<file path="config.mk">
export PLATFORM = sky130hd
export DESIGN_NAME = whack_judge
export DESIGN_NICKNAME = d
export VERILOG_FILES = /design/src/rtl/whack_judge.sv
export SDC_FILE = /design/constraint.sdc
export NUM_CORES = 1
export LEC_CHECK = 0
export CORE_UTILIZATION = 34
export CTS_BUF_LIST = sky130_fd_sc_hd__clkbuf_2
export CTS_CLUSTER_SIZE = 10
export DETAILED_ROUTE_END_ITERATION = 10
export MAX_ROUTING_LAYER = met4
export SLEW_MARGIN = 20
export SYNTH_ARGS = -nofsm -noshare
export SYNTH_HDL_FRONTEND = slang
export SYNTH_SLANG_ARGS = --single-unit
</file>
<file path="constraint.sdc">
create_clock -name clk -period 6.2 [get_ports clk]
set_input_delay 1.24 -clock clk [delete_from_list [all_inputs] [get_ports clk]]
set_output_delay 1.24 -clock clk [all_outputs]
set_load 0.01 [all_outputs]
</file>
<file path="src/rtl/whack_judge.sv">
// whack_judge: whack-a-mole trial referee.
// Takes one mole position at a time and opens a timed window. The trial ends
// with hit_o when that hole's key rises, and with miss_o when a different key
// rises or the window expires. A two-digit BCD score is kept.
// Optional feature macro: WHACK_PENALTY_EN (each miss lowers the score by one,
// stopping at 00).
module whack_judge #(
  parameter int unsigned WINDOW_CYCLES = 32'd50_000_000
) (
  input  logic       clk,
  input  logic       rst,
  input  logic [7:0] key_i,
  input  logic       mole_valid_i,
  input  logic [2:0] mole_pos_i,
  output logic       mole_ready_o,
  output logic       hit_o,
  output logic       miss_o,
  output logic       busy_o,
  output logic [7:0] score_o
);

  typedef enum logic [1:0] {
    IDLE   = 2'd0,
    WINDOW = 2'd1,
    RESULT = 2'd2
  } state_e;

  // The timer counts down to zero, so loading WINDOW_CYCLES-1 gives exactly
  // WINDOW_CYCLES evaluation cycles.
  localparam logic [31:0] TIMER_LOAD = 32'(WINDOW_CYCLES - 32'd1);

  // BCD increment that stops at 99.
  function automatic logic [7:0] bcd_inc(input logic [7:0] s);
    logic [7:0] r;
    if (s == 8'h99) begin
      r = s;
    end else if (s[3:0] == 4'd9) begin
      r = {s[7:4] + 4'd1, 4'd0};
    end else begin
      r = {s[7:4], s[3:0] + 4'd1};
    end
    return r;
  endfunction

  // BCD decrement that stops at 00.
  function automatic logic [7:0] bcd_dec(input logic [7:0] s);
    logic [7:0] r;
    if (s == 8'h00) begin
      r = s;
    end else if (s[3:0] == 4'd0) begin
      r = {s[7:4] - 4'd1, 4'd9};
    end else begin
      r = {s[7:4], s[3:0] - 4'd1};
    end
    return r;
  endfunction

  state_e      state_q, state_d;
  logic [7:0]  key_q, key_d;
  logic [31:0] timer_q, timer_d;
  logic [2:0]  pos_q, pos_d;
  logic        hit_q, hit_d;
  logic        miss_q, miss_d;
  logic [7:0]  score_q, score_d;
  logic [7:0]  rise;

  assign rise = key_i & ~key_q;

  // Next-state, timer, and result logic for the trial FSM.
  always_comb begin
    state_d = state_q;
    key_d   = key_i;
    timer_d = timer_q;
    pos_d   = pos_q;
    hit_d   = 1'b0;
    miss_d  = 1'b0;
    score_d = score_q;
    case (state_q)
      IDLE: begin
        // Rises seen in the accept cycle are ignored on purpose.
        if (mole_valid_i) begin
          pos_d   = mole_pos_i;
          timer_d = TIMER_LOAD;
          state_d = WINDOW;
        end else begin
          state_d = IDLE;
        end
      end
      WINDOW: begin
        // Priority: correct rise, then wrong rise, then timeout.
        if (rise[pos_q]) begin
          hit_d   = 1'b1;
          score_d = bcd_inc(score_q);
          state_d = RESULT;
        end else if (rise != 8'h00 || timer_q == 32'd0) begin
          miss_d  = 1'b1;
`ifdef WHACK_PENALTY_EN
          score_d = bcd_dec(score_q);
`else
          score_d = score_q;
`endif
          state_d = RESULT;
        end else begin
          timer_d = timer_q - 32'd1;
        end
      end
      RESULT: begin
        state_d = IDLE;
      end
      default: begin
        state_d = IDLE;
      end
    endcase
  end

  // State and output registers with synchronous reset.
  always_ff @(posedge clk) begin
    if (rst) begin
      state_q <= IDLE;
      key_q   <= 8'h00;
      timer_q <= 32'd0;
      pos_q   <= 3'd0;
      hit_q   <= 1'b0;
      miss_q  <= 1'b0;
      score_q <= 8'h00;
    end else begin
      state_q <= state_d;
      key_q   <= key_d;
      timer_q <= timer_d;
      pos_q   <= pos_d;
      hit_q   <= hit_d;
      miss_q  <= miss_d;
      score_q <= score_d;
    end
  end

  assign mole_ready_o = (state_q == IDLE);
  assign busy_o       = (state_q == WINDOW);
  assign hit_o        = hit_q;
  assign miss_o       = miss_q;
  assign score_o      = score_q;

endmodule

</file>
Word-level counts from Yosys, hierarchy flattened
Cells that the tools add are included.

storage, ports and cells
  bits in registers = 55
  bits in latches = 0
  memory bits (writable) = 0
  ROM bits = 0
  input bits = 14
  output and inout port bits = 12
  word-level logic and storage cells = 47
  memories kept = 0

operators by class
  add/sub/neg operators = 3
  $mul = 0
  divide/modulo/power cells = 0
  magnitude comparators = 1
  equal/unequal tests = 7
  shift operators = 0
  multiplexer cells = 13
  bitwise gates (word level) = 4
  reductions and logical operators = 11

operator list
  kind                                                         number
  two-way mux 32 bit                                           3
  case mux 32 bit (2 select lines)                             1
  logical NOT 32 bit                                           1
  subtractor 32 x 1 -> 32 bit (second input constant)          1
  adder 4 x 1 -> 4 bit (second input constant)                 2
  bitwise AND 8 bit                                            1
  equality test 8 bit (second input constant)                  1
  NOT 8 bit                                                    1
  AND reduction 4 bit                                          2
  nonzero test 8 bit                                           1
  inequality test 2 bit (second input constant)                3
  equality test 4 bit (second input constant)                  1
  less-than comparator 3 x 4 -> 1 bit (second input constant)  1
  two-way mux 1 bit                                            4
  two-way mux 2 bit                                            2
  two-way mux 4 bit                                            1
  case mux 2 bit (2 select lines)                              1
  binary-select mux 1 bit (select 3 bit)                       1
  inequality test 3 x 1 -> 1 bit (second input constant)       1
  AND reduction 3 bit                                          1
  OR reduction 3 bit                                           1
  equality test 2 x 1 -> 1 bit (second input constant)         1
  logical NOT 2 bit                                            1
  NOT 1 bit                                                    2
  4 further kinds                                              4

Logic depth before layout (Yosys ltp)
Gate-level depths: netlist of run 1.

  depth after elaboration = 7
  mapped depth = 10
  gate-level depth less buffers = 7

Worst setup path before layout of run 1
No wires, ideal clock.

  path kind = input to register
  from = input key_i[2]
  to = register timer_q[23]
  setup time = 0.074 ns
  arrival time = 2.964 ns
  data required time = 6.126 ns
  setup slack = 3.162 ns
  stages on the path = 6
  path buffers = 1
  path through = nor2b_1 > a2111oi_2 > nand3_1 > clkbuf_1 > or4_1 > a31oi_1

between the ends
  word-level cells in the longest chain between the ends = 5
  elaborated cells between the ends (all ways) = 8

RTL lines
  what                                                                          line    text
  start: declaration                                                            12      input logic [7:0] key_i,
  bitwise AND 8 bit (*)                                                         67      assign rise = key_i & ~key_q;
  binary-select mux 1 bit (select 3 bit) or nonzero test 8 bit (tied branches)  91, 95
  two-way mux 1 bit (implied by the code) or logical OR 1 bit (tied branches)   91, 95
  inequality test 2 bit (no source line)                                        --
  AND reduction 4 bit (no source line) (*)                                      --
  end signal: assignment                                                        129     timer_q <= timer_d;
  end: declaration                                                              60      logic [31:0] timer_q, timer_d;

Mark *: on every way between the ends. The rest lies on a longest branch, timed or not. The select of a mux whose other input is x is not followed.
A chain may end at the register's enable or synchronous reset.

Final worst setup path of run 1
  from = input key_i[2]
  to = register timer_q[13]

Same word-level chain as after synthesis.

==> results.ini, run 1 <==
[placed_design]
hpwl_um = 4687
numPlacedInstances = 453
gp_congestion = 0.8468
portBuffers = 25

[clock_tree]
cts_resized = 0
cts_root_buf = clkbuf_2
numCtsBuffers = 5
post_cts_buffers = 0
cts_tree = done
cts.sinks = 55
clk_pin_slew_ns = 0.29
clkLatencyLatePin_ns = 0.45
hold_buffers = 0
h-tree-depth = 2
cts.path.max_buffers = 2

[route]
drc = 0
avgRoutedWirePerCell_um = 14.96
drt-vias-per-instance = 5.878
postRouteAntennaNets = 0
totalWireLength_um = 6883
dr.pass1.iters = 4
drt-initial-drc-count = 166
vias = 2704

[worst_setup_path]
arrival_ns = 4.09
cp-end-kind = flip-flop
start_kind = input pin
cp_max_fo = 27
crit_type = in -> reg
cp.required_ns = 6.61

[pwr]
vdd.ir_drop.worst_mv = 0.1154
powerDensity_nw_per_um2 = 210.9
p_leak_nw = 1.059
total_power_mw = 0.6960

[synth]
ys_seq_elements = 55
synth_warnings = 0
synth_area_um2 = 2924
syn_nets = 359
seq_area_frac_synth = 0.3766
yosys_most_used_dff = dfxtp_1
syn_avg_cell_area_um2 = 8.550
synthCells = 342
synthArstFlopShare = 0
synth-edff-count = 0
ys_types = 52

[final_layout]
areaGrowthSynthToFinish_pct = 12.88
final_cell_mix = dfxtp_1, or4_1, clkdlybuf4s50_1, nor2_1, nand2_1
nets = 372
antenna_cells = 0
fin_cells = 460
mostFrequentLayoutCell = dfxtp_1
final_layout_size_suffix_gt1_frac = 0.08732
fill_cells = 837

[global_routing]
grt_start_max_net_pins = 43
grt.overflow.total = 0
grtUsageTotal = 0.1675
antenna_found_initial = 0
grt_pass1_vias = 2375
grt_pass1_wl_um = 11610

[sta]
slew_headroom = 0.3523
fmax_mhz = 272.1
drv_slew = 0
period_minus_slack_ns = 3.676
skew_ns = 0.01586
period_share = 0.5929
setup-violations-final = 0
tightest_slew_ns = 0.9679
finalSetupTns_ns = 0
rsz0062_at_grt = false
hold_viol = 0

[worst_hold_path]
hold_path.class = reg -> reg

[floorplan]
fp.dieH_um = 94.74
die_area_um2 = 8975
die-width_um = 94.74
floorplan.initialDensity = 0.3541
placementRows = 33
fp.coreArea_um2 = 8258
io_pins = 26

[run_status]
status = completed

[run]
max_cap_viol_count = 0

-- metrics by stage --
stage,util,setup WS [ns],cell area (um2),hold WS (ns)
after detailed placement,0.3911,2.035,3229,0.4817
after CTS,0.3986,2.536,3292,0.5116
after floorplan,-,3.162,2924,0.4512
after global routing,0.3997,2.349,3301,0.5341
after global placement,0.3911,2.043,3229,0.4656
final,0.3997,2.524,3301,0.5068
-- synth_stat cells, drive strengths merged (2+ instances only) --
master | number | share of area
a211oi | 5 | 0.013
or2 | 5 | 0.011
o21ai | 4 | 0.0068
o211a | 2 | 0.0068
mux2 | 2 | 0.0077
nor3 | 9 | 0.017
nor2 | 23 | 0.030
o41ai | 2 | 0.0060
a311oi | 7 | 0.021
nand4b | 2 | 0.0060
a31oi | 10 | 0.021
buf | 6 | 0.013
nand3b | 2 | 0.0051
nand2b | 2 | 0.0051
a2111oi | 2 | 0.010
nor4 | 15 | 0.036
o31ai | 20 | 0.051
or4 | 33 | 0.089
ha | 3 | 0.013
and2 | 3 | 0.0064
a21oi | 19 | 0.033
nor4b | 2 | 0.0060
or3 | 16 | 0.035
dfxtp | 55 | 0.38
inv | 9 | 0.012
mux2i | 4 | 0.014
nand2 | 23 | 0.030
nor4bb | 2 | 0.0068
nand3 | 8 | 0.014
and3 | 2 | 0.0043
clkbuf | 16 | 0.021
nor2b | 17 | 0.036
nand4 | 3 | 0.0064
or3b | 2 | 0.0060
-- per-layer routing --
| metal | routed length, um | global-route usage | share of wire | vias up |
|---|---|---|---|---|
| li1 | - | - | - | 1343 |
| met1 | 3466 | 0.2299 | 0.50 | 1299 |
| met2 | 3130 | 0.2464 | 0.45 | 50 |
| met3 | 189 | 0.03462 | 0.027 | 12 |
| met4 | 97 | 0.04924 | 0.014 | 0 |
| met5 | 0 | - | 0 | - |
-- kinds of logic after synthesis --
logic type,after synthesis,share of synthesized area
AOI/OAI and AO/OA,75,0.1814
buffers and inverters,31,0.04536
adders and majority gates,3,0.01284
and+or+nand+nor,171,0.3547
muxes,7,0.02910
DFF,55,0.3766
-- sequential cells by signal, indices dropped and copies added (netlist names) --
| register | count |
|---|---|
| hit_o | 1 |
| key_q | 8 |
| miss_o | 1 |
| pos_q | 3 |
| score_o | 8 |
| state_q | 2 |
| timer_q | 32 |
-- area by class of cell --
| class | instances | area (um2) | area share |
|---|---|---|---|
| Sequential cell | 55 | 1101 | 0.3336 |
| Timing Repair Buffer | 28 | 272.8 | 0.08264 |
| Multi-Input combinational cell | 256 | 1699 | 0.5148 |
| Inverter | 9 | 33.78 | 0.01024 |
| Clock inverter | 2 | 37.54 | 0.01137 |
| Tap cell | 105 | 131.4 | 0.03980 |
| Clock buffer | 5 | 25.02 | 0.007581 |
-- where the power goes --
part	internal, mW	total (mW)	switching [mW]
registers	0.372	0.389	0.0163
clock network	0.0656	0.184	0.118
logic	0.0514	0.124	0.0724
total	0.489	0.696	0.207
-- worst max-delay path, stage by stage --
cell and delay [ns]:
clkdlybuf4s50_1 0.41, nor2b_1 0.15, a2111oi_2 0.52, nand3_1 0.72
or4_2 0.86, a31oi_1 0.17
-- worst paths after layout --
| check | from | to | slack (ns) | cells past startpoint |
|---|---|---|---|---|
| setup / recovery | key_i[2] | timer_q[13] | 2.52 | 6 |
| hold / removal | timer_q[31] | timer_q[31] | 0.51 | 2 |
| setup reg to reg | timer_q[0] | timer_q[1] | 3.31 | 7 |
| hold reg to reg | timer_q[31] | timer_q[31] | 0.51 | 2 |
Note: power is estimated with default switching activity, not from simulation.
==> run 2: changes to the inputs <==
==> constraint.sdc (replaced) <==
create_clock -name clk -period 3.3 [get_ports clk]
set_input_delay 0.66 -clock clk [delete_from_list [all_inputs] [get_ports clk]]
set_output_delay 0.66 -clock clk [all_outputs]
set_load 0.01 [all_outputs]
==> run 2 against run 1 <==
  * Hold slack worse by 0.0011 ns
  * Global-route usage rose by 0.30 points
  * Setup slack worse by 2.0 ns
  * Die area is the same
  * Register-to-register slack lost 2.8 ns
  * Routed wire length increased by 1.5%
  * Clock power increased by 65%
  * Cell count is 2.2% higher
  * Via count is 1.5% lower
  * Sequential power is 88% higher
  * First-iteration DRC count down 4.2%
==> results.ini, run 2 (synthesized netlist as in run 1, its figures left out) <==
[run_status]
status = completed

[worst_hold_path]
hold_path.class = reg -> reg

[clock_tree]
clk_pin_slew_ns = 0.29
post_cts_buffers = 0
cts_root_buf = clkbuf_2
cts.path.max_buffers = 2
numCtsBuffers = 5
cts.sinks = 55
cts_tree = done
cts_resized = 0
clkLatencyLatePin_ns = 0.49
hold_buffers = 0
h-tree-depth = 2

[floorplan]
io_pins = 26
floorplan.initialDensity = 0.3541
fp.dieH_um = 94.74
die_area_um2 = 8975
placementRows = 33
fp.coreArea_um2 = 8258
die-width_um = 94.74

[global_routing]
antenna_found_initial = 0
grt.overflow.total = 0
grt_start_max_net_pins = 42
grt_pass1_wl_um = 11750
grtUsageTotal = 0.1706
grt_pass1_vias = 2408

[sta]
drv_slew = 0
fmax_mhz = 359.4
period_minus_slack_ns = 2.782
hold_viol = 0
rsz0062_at_grt = false
skew_ns = 0.03933
period_share = 0.8431
setup-violations-final = 0
timing.hold.ws_ns = 0.5057
finalSetupTns_ns = 0
slew_headroom = 0.5766
tightest_slew_ns = 0.6338

[worst_setup_path]
start_kind = flip-flop
cp.required_ns = 3.69
cp-end-kind = flip-flop
arrival_ns = 3.17
crit_type = reg -> reg
cp_max_fo = 8

[route]
avgRoutedWirePerCell_um = 14.87
drt-vias-per-instance = 5.666
dr.pass1.iters = 4
vias = 2663
wl_met1_um = 3540
wl_met2_um = 3139
drc = 0
postRouteAntennaNets = 0
totalWireLength_um = 6989
drt-initial-drc-count = 159
top_layer = met4
met3_length_um = 236

[final_layout]
largest_register_ffs = 32
mostFrequentLayoutCell = dfxtp_1
antenna_cells = 0
nets = 381
final_cell_mix = dfxtp_1, or4_1, clkdlybuf4s50_1, nor2_1, nand2_1
areaGrowthSynthToFinish_pct = 14.55
fin_cells = 470
post-route-util = 0.4056
largest-register = timer_q
final_layout_size_suffix_gt1_frac = 0.1123
fin_area_um2 = 3349

[pwr]
powerDensity_nw_per_um2 = 380.0
vdd.ir_drop.worst_mv = 0.2148
p_leak_nw = 1.096

[placed_design]
placed_area_um2 = 3297
hpwl_um = 4910
portBuffers = 25
numPlacedInstances = 462
gp_congestion = 0.8608

[run]
max_cap_viol_count = 0

-- run 2: where the power goes --
| part | internal (mW) | switching (mW) |
|---|---|---|
| registers | 0.700 | 0.0311 |
| clock network | 0.0612 | 0.243 |
| logic | 0.103 | 0.135 |
-- run 2: metal layers --
metal | track usage | up-vias
li1 | - | 1368
met1 | 0.2347 | 1248
met2 | 0.2590 | 41
met3 | 0.02657 | 6
met4 | 0.04545 | 0
met5 | - | -
-- run 2: stage by stage --
stage	power, mW	setup slack [ns]
floorplan	0.9026	0.8383
global placement	0.9751	0.4041
CTS	1.288	0.5372
detailed placement	0.9787	0.3908
finish	1.273	0.5179
global route	1.346	0.3122
-- run 2: area by class of cell --
class                           count  area (um2)
Tap cell                          105       131.4
Clock inverter                      3       27.53
Timing Repair Buffer               37       340.3
Fill cell                         881        4908
Multi-Input combinational cell    256        1690
Clock buffer                        5       25.02
Inverter                            9       33.78
Sequential cell                    55        1101
-- run 2: final timing paths --
kind | to | slack (ns) | depth (start not counted) | start
min reg2reg | timer_q[31] | 0.51 | 2 | timer_q[31]
max reg2reg | timer_q[3] | 0.52 | 7 | timer_q[0]
min | timer_q[31] | 0.51 | 2 | timer_q[31]
max | timer_q[3] | 0.52 | 7 | timer_q[0]
-- run 2: worst max-delay path: stages, from the launching register on --
cell,delay [ns]
dfxtp_1,0.41
inv_1,0.06
ha_1,0.18
or3b_1,0.50
or4_4,0.61
nor4_1,0.47
nor2_1,0.19
a311oi_1,0.29
==> run 3: changes to the inputs <==
==> constraint.sdc (replaced) <==
create_clock -name clk -period 2.64 [get_ports clk]
set_input_delay 0.528 -clock clk [delete_from_list [all_inputs] [get_ports clk]]
set_output_delay 0.528 -clock clk [all_outputs]
set_load 0.01 [all_outputs]
==> run 3 against run 2 <==
  * Register-to-register slack lost 0.44 ns
  * Hold slack lost 0.0018 ns
  * Non-clock buffer count increased by 21
  * Critical path depth did not move
  * Routed wire length grew 4.8%
  * Critical endpoint is now timer_q[2]
==> results.ini, run 3 (synthesized netlist as in run 1, its figures left out) <==
[clock_tree]
clk_pin_slew_ns = 0.31
cts_root_buf = clkbuf_2
h-tree-depth = 2
clkLatencyLatePin_ns = 0.48
numCtsBuffers = 5
cts.sinks = 55
cts.path.max_buffers = 2
post_cts_buffers = 0
cts_tree = done

[route]
drt-initial-drc-count = 160
postRouteAntennaNets = 0
avgRoutedWirePerCell_um = 14.92
drt-vias-per-instance = 5.674
drc = 0
dr.pass1.iters = 4
vias = 2786
totalWireLength_um = 7325

[floorplan]
placementRows = 33
fp.coreArea_um2 = 8258
floorplan.initialDensity = 0.3541
fp.dieH_um = 94.74
io_pins = 26
die-width_um = 94.74
die_area_um2 = 8975

[worst_setup_path]
crit_chain = inv_1 -> ha_1 -> or3b_4 -> or4_4 -> or3_4 -> a311oi_2 -> a311oi_1
cp_max_fo = 5
r2r_end = timer_q[2]
reg2reg_from = timer_q[1]
crit_type = reg -> reg
cp_top_family = simple AND/OR/NAND/NOR gates
critPathBufInv = 1
endpoint = timer_q[2]
start_kind = flip-flop
arrival_ns = 2.93
crit_slowest_cell = or4_4
cpPeakStageDelay_ns = 0.57
reg2regPathDepth = 7
cp-end-kind = flip-flop
critPathLaunch = timer_q[1]
r2r_setup_slack_ns = 0.08
cp.depth = 7
cp.required_ns = 3.01

[sta]
hold_viol = 0
skew_ns = 0.03227
fmax_mhz = 390.3
period_share = 0.9705
slew_headroom = 0.6414
period_minus_slack_ns = 2.562
drv_slew = 0
fin_ws_ns = 0.07786
setup-violations-final = 0
tightest_slew_ns = 0.5330
finalSetupTns_ns = 0
rsz0062_at_grt = false

[global_routing]
grt.overflow.total = 0
grtUsageMet1 = 0.2404
use_met2 = 0.2614
grt-busiest-layer = met2
grtUsageTotal = 0.1742
grt_use_met3 = 0.02899
grt_pass1_vias = 2514
grt_pass1_wl_um = 12050
antenna_found_initial = 0
grt_start_max_net_pins = 42

[final_layout]
final_layout_size_suffix_gt1_frac = 0.1762
mostFrequentLayoutCell = dfxtp_1
antenna_cells = 0
areaGrowthSynthToFinish_pct = 22.51
largest-register = timer_q
fill_cells = 843
post-route-util = 0.4338
fin_area_um2 = 3582
multi_input_area_um2 = 1725
largest_register_ffs = 32
nets = 402
final_cell_mix = dfxtp_1, buf_4, or4_1, clkdlybuf4s50_1
ff_latch_area_um2 = 1101

[pwr]
total_power_mw = 1.804
p_leak_nw = 1.220
vdd.ir_drop.worst_mv = 0.3349
powerDensity_nw_per_um2 = 503.7

[placed_design]
portBuffers = 25
placed_area_um2 = 3455
dp_slack_ns = -0.1138
gp_congestion = 0.8714
hpwl_um = 5172

[run]
max_cap_viol_count = 0

[worst_hold_path]
hold_path.class = reg -> reg

[run_status]
status = completed

[run 3: per-layer routing]
metal,vias to the layer above,wire [um]
li1,1407,-
met1,1315,3723
met2,53,3319
met3,11,186
met4,0,95
met5,-,0
[run 3: stage by stage]
step | hold WS (ns) | cells
floorplan | 0.4512 | 342
global placement | 0.4645 | 483
detailed placement | 0.4752 | 483
CTS | 0.5038 | 491
global route | 0.4982 | 491
finish | 0.5038 | 491
[run 3: final cells by class]
type,instances,area share
clock inverters,3,0.01886
inverters,9,0.009431
clock buffers,5,0.006986
well taps,105,0.03667
flip-flops and latches,55,0.3074
repair buffers,58,0.1390
multi-input cells,256,0.4817
[run 3: what timing repair did]
item                       4_1_cts  5_1_grt
gates resized for setup          1        6
hold buffers                     0        0
setup endpoints to repair        3       10
gates cloned                     0        0
[run 3: tightest hold or removal path, cell delays in order (launching register included)]
cell and delay (ns):
dfxtp_1 0.40, o31ai_1 0.06, a21oi_1 0.05
[run 3: how the worst min path moves through the flow]
stage	start	endpoint	slack [ns]	cells past startpoint
after floorplan	timer_q[27]	timer_q[27]	0.45	2
after global placement	timer_q[9]	timer_q[9]	0.46	2
after detailed placement	timer_q[31]	timer_q[31]	0.48	2
after CTS	timer_q[9]	timer_q[9]	0.50	2
after global routing	mole_pos_i[0]	pos_q[0]	0.50	3
final	timer_q[31]	timer_q[31]	0.50	2
[run 3: where the power goes]
part | leakage [nW] | total (mW) | switching, mW | internal, mW
Combinational | 0.719 | 0.341 | 0.185 | 0.157
Clock | 0.0492 | 0.551 | 0.297 | 0.253
Sequential | 0.452 | 0.912 | 0.0375 | 0.875
Total | 1.22 | 1.80 | 0.519 | 1.28
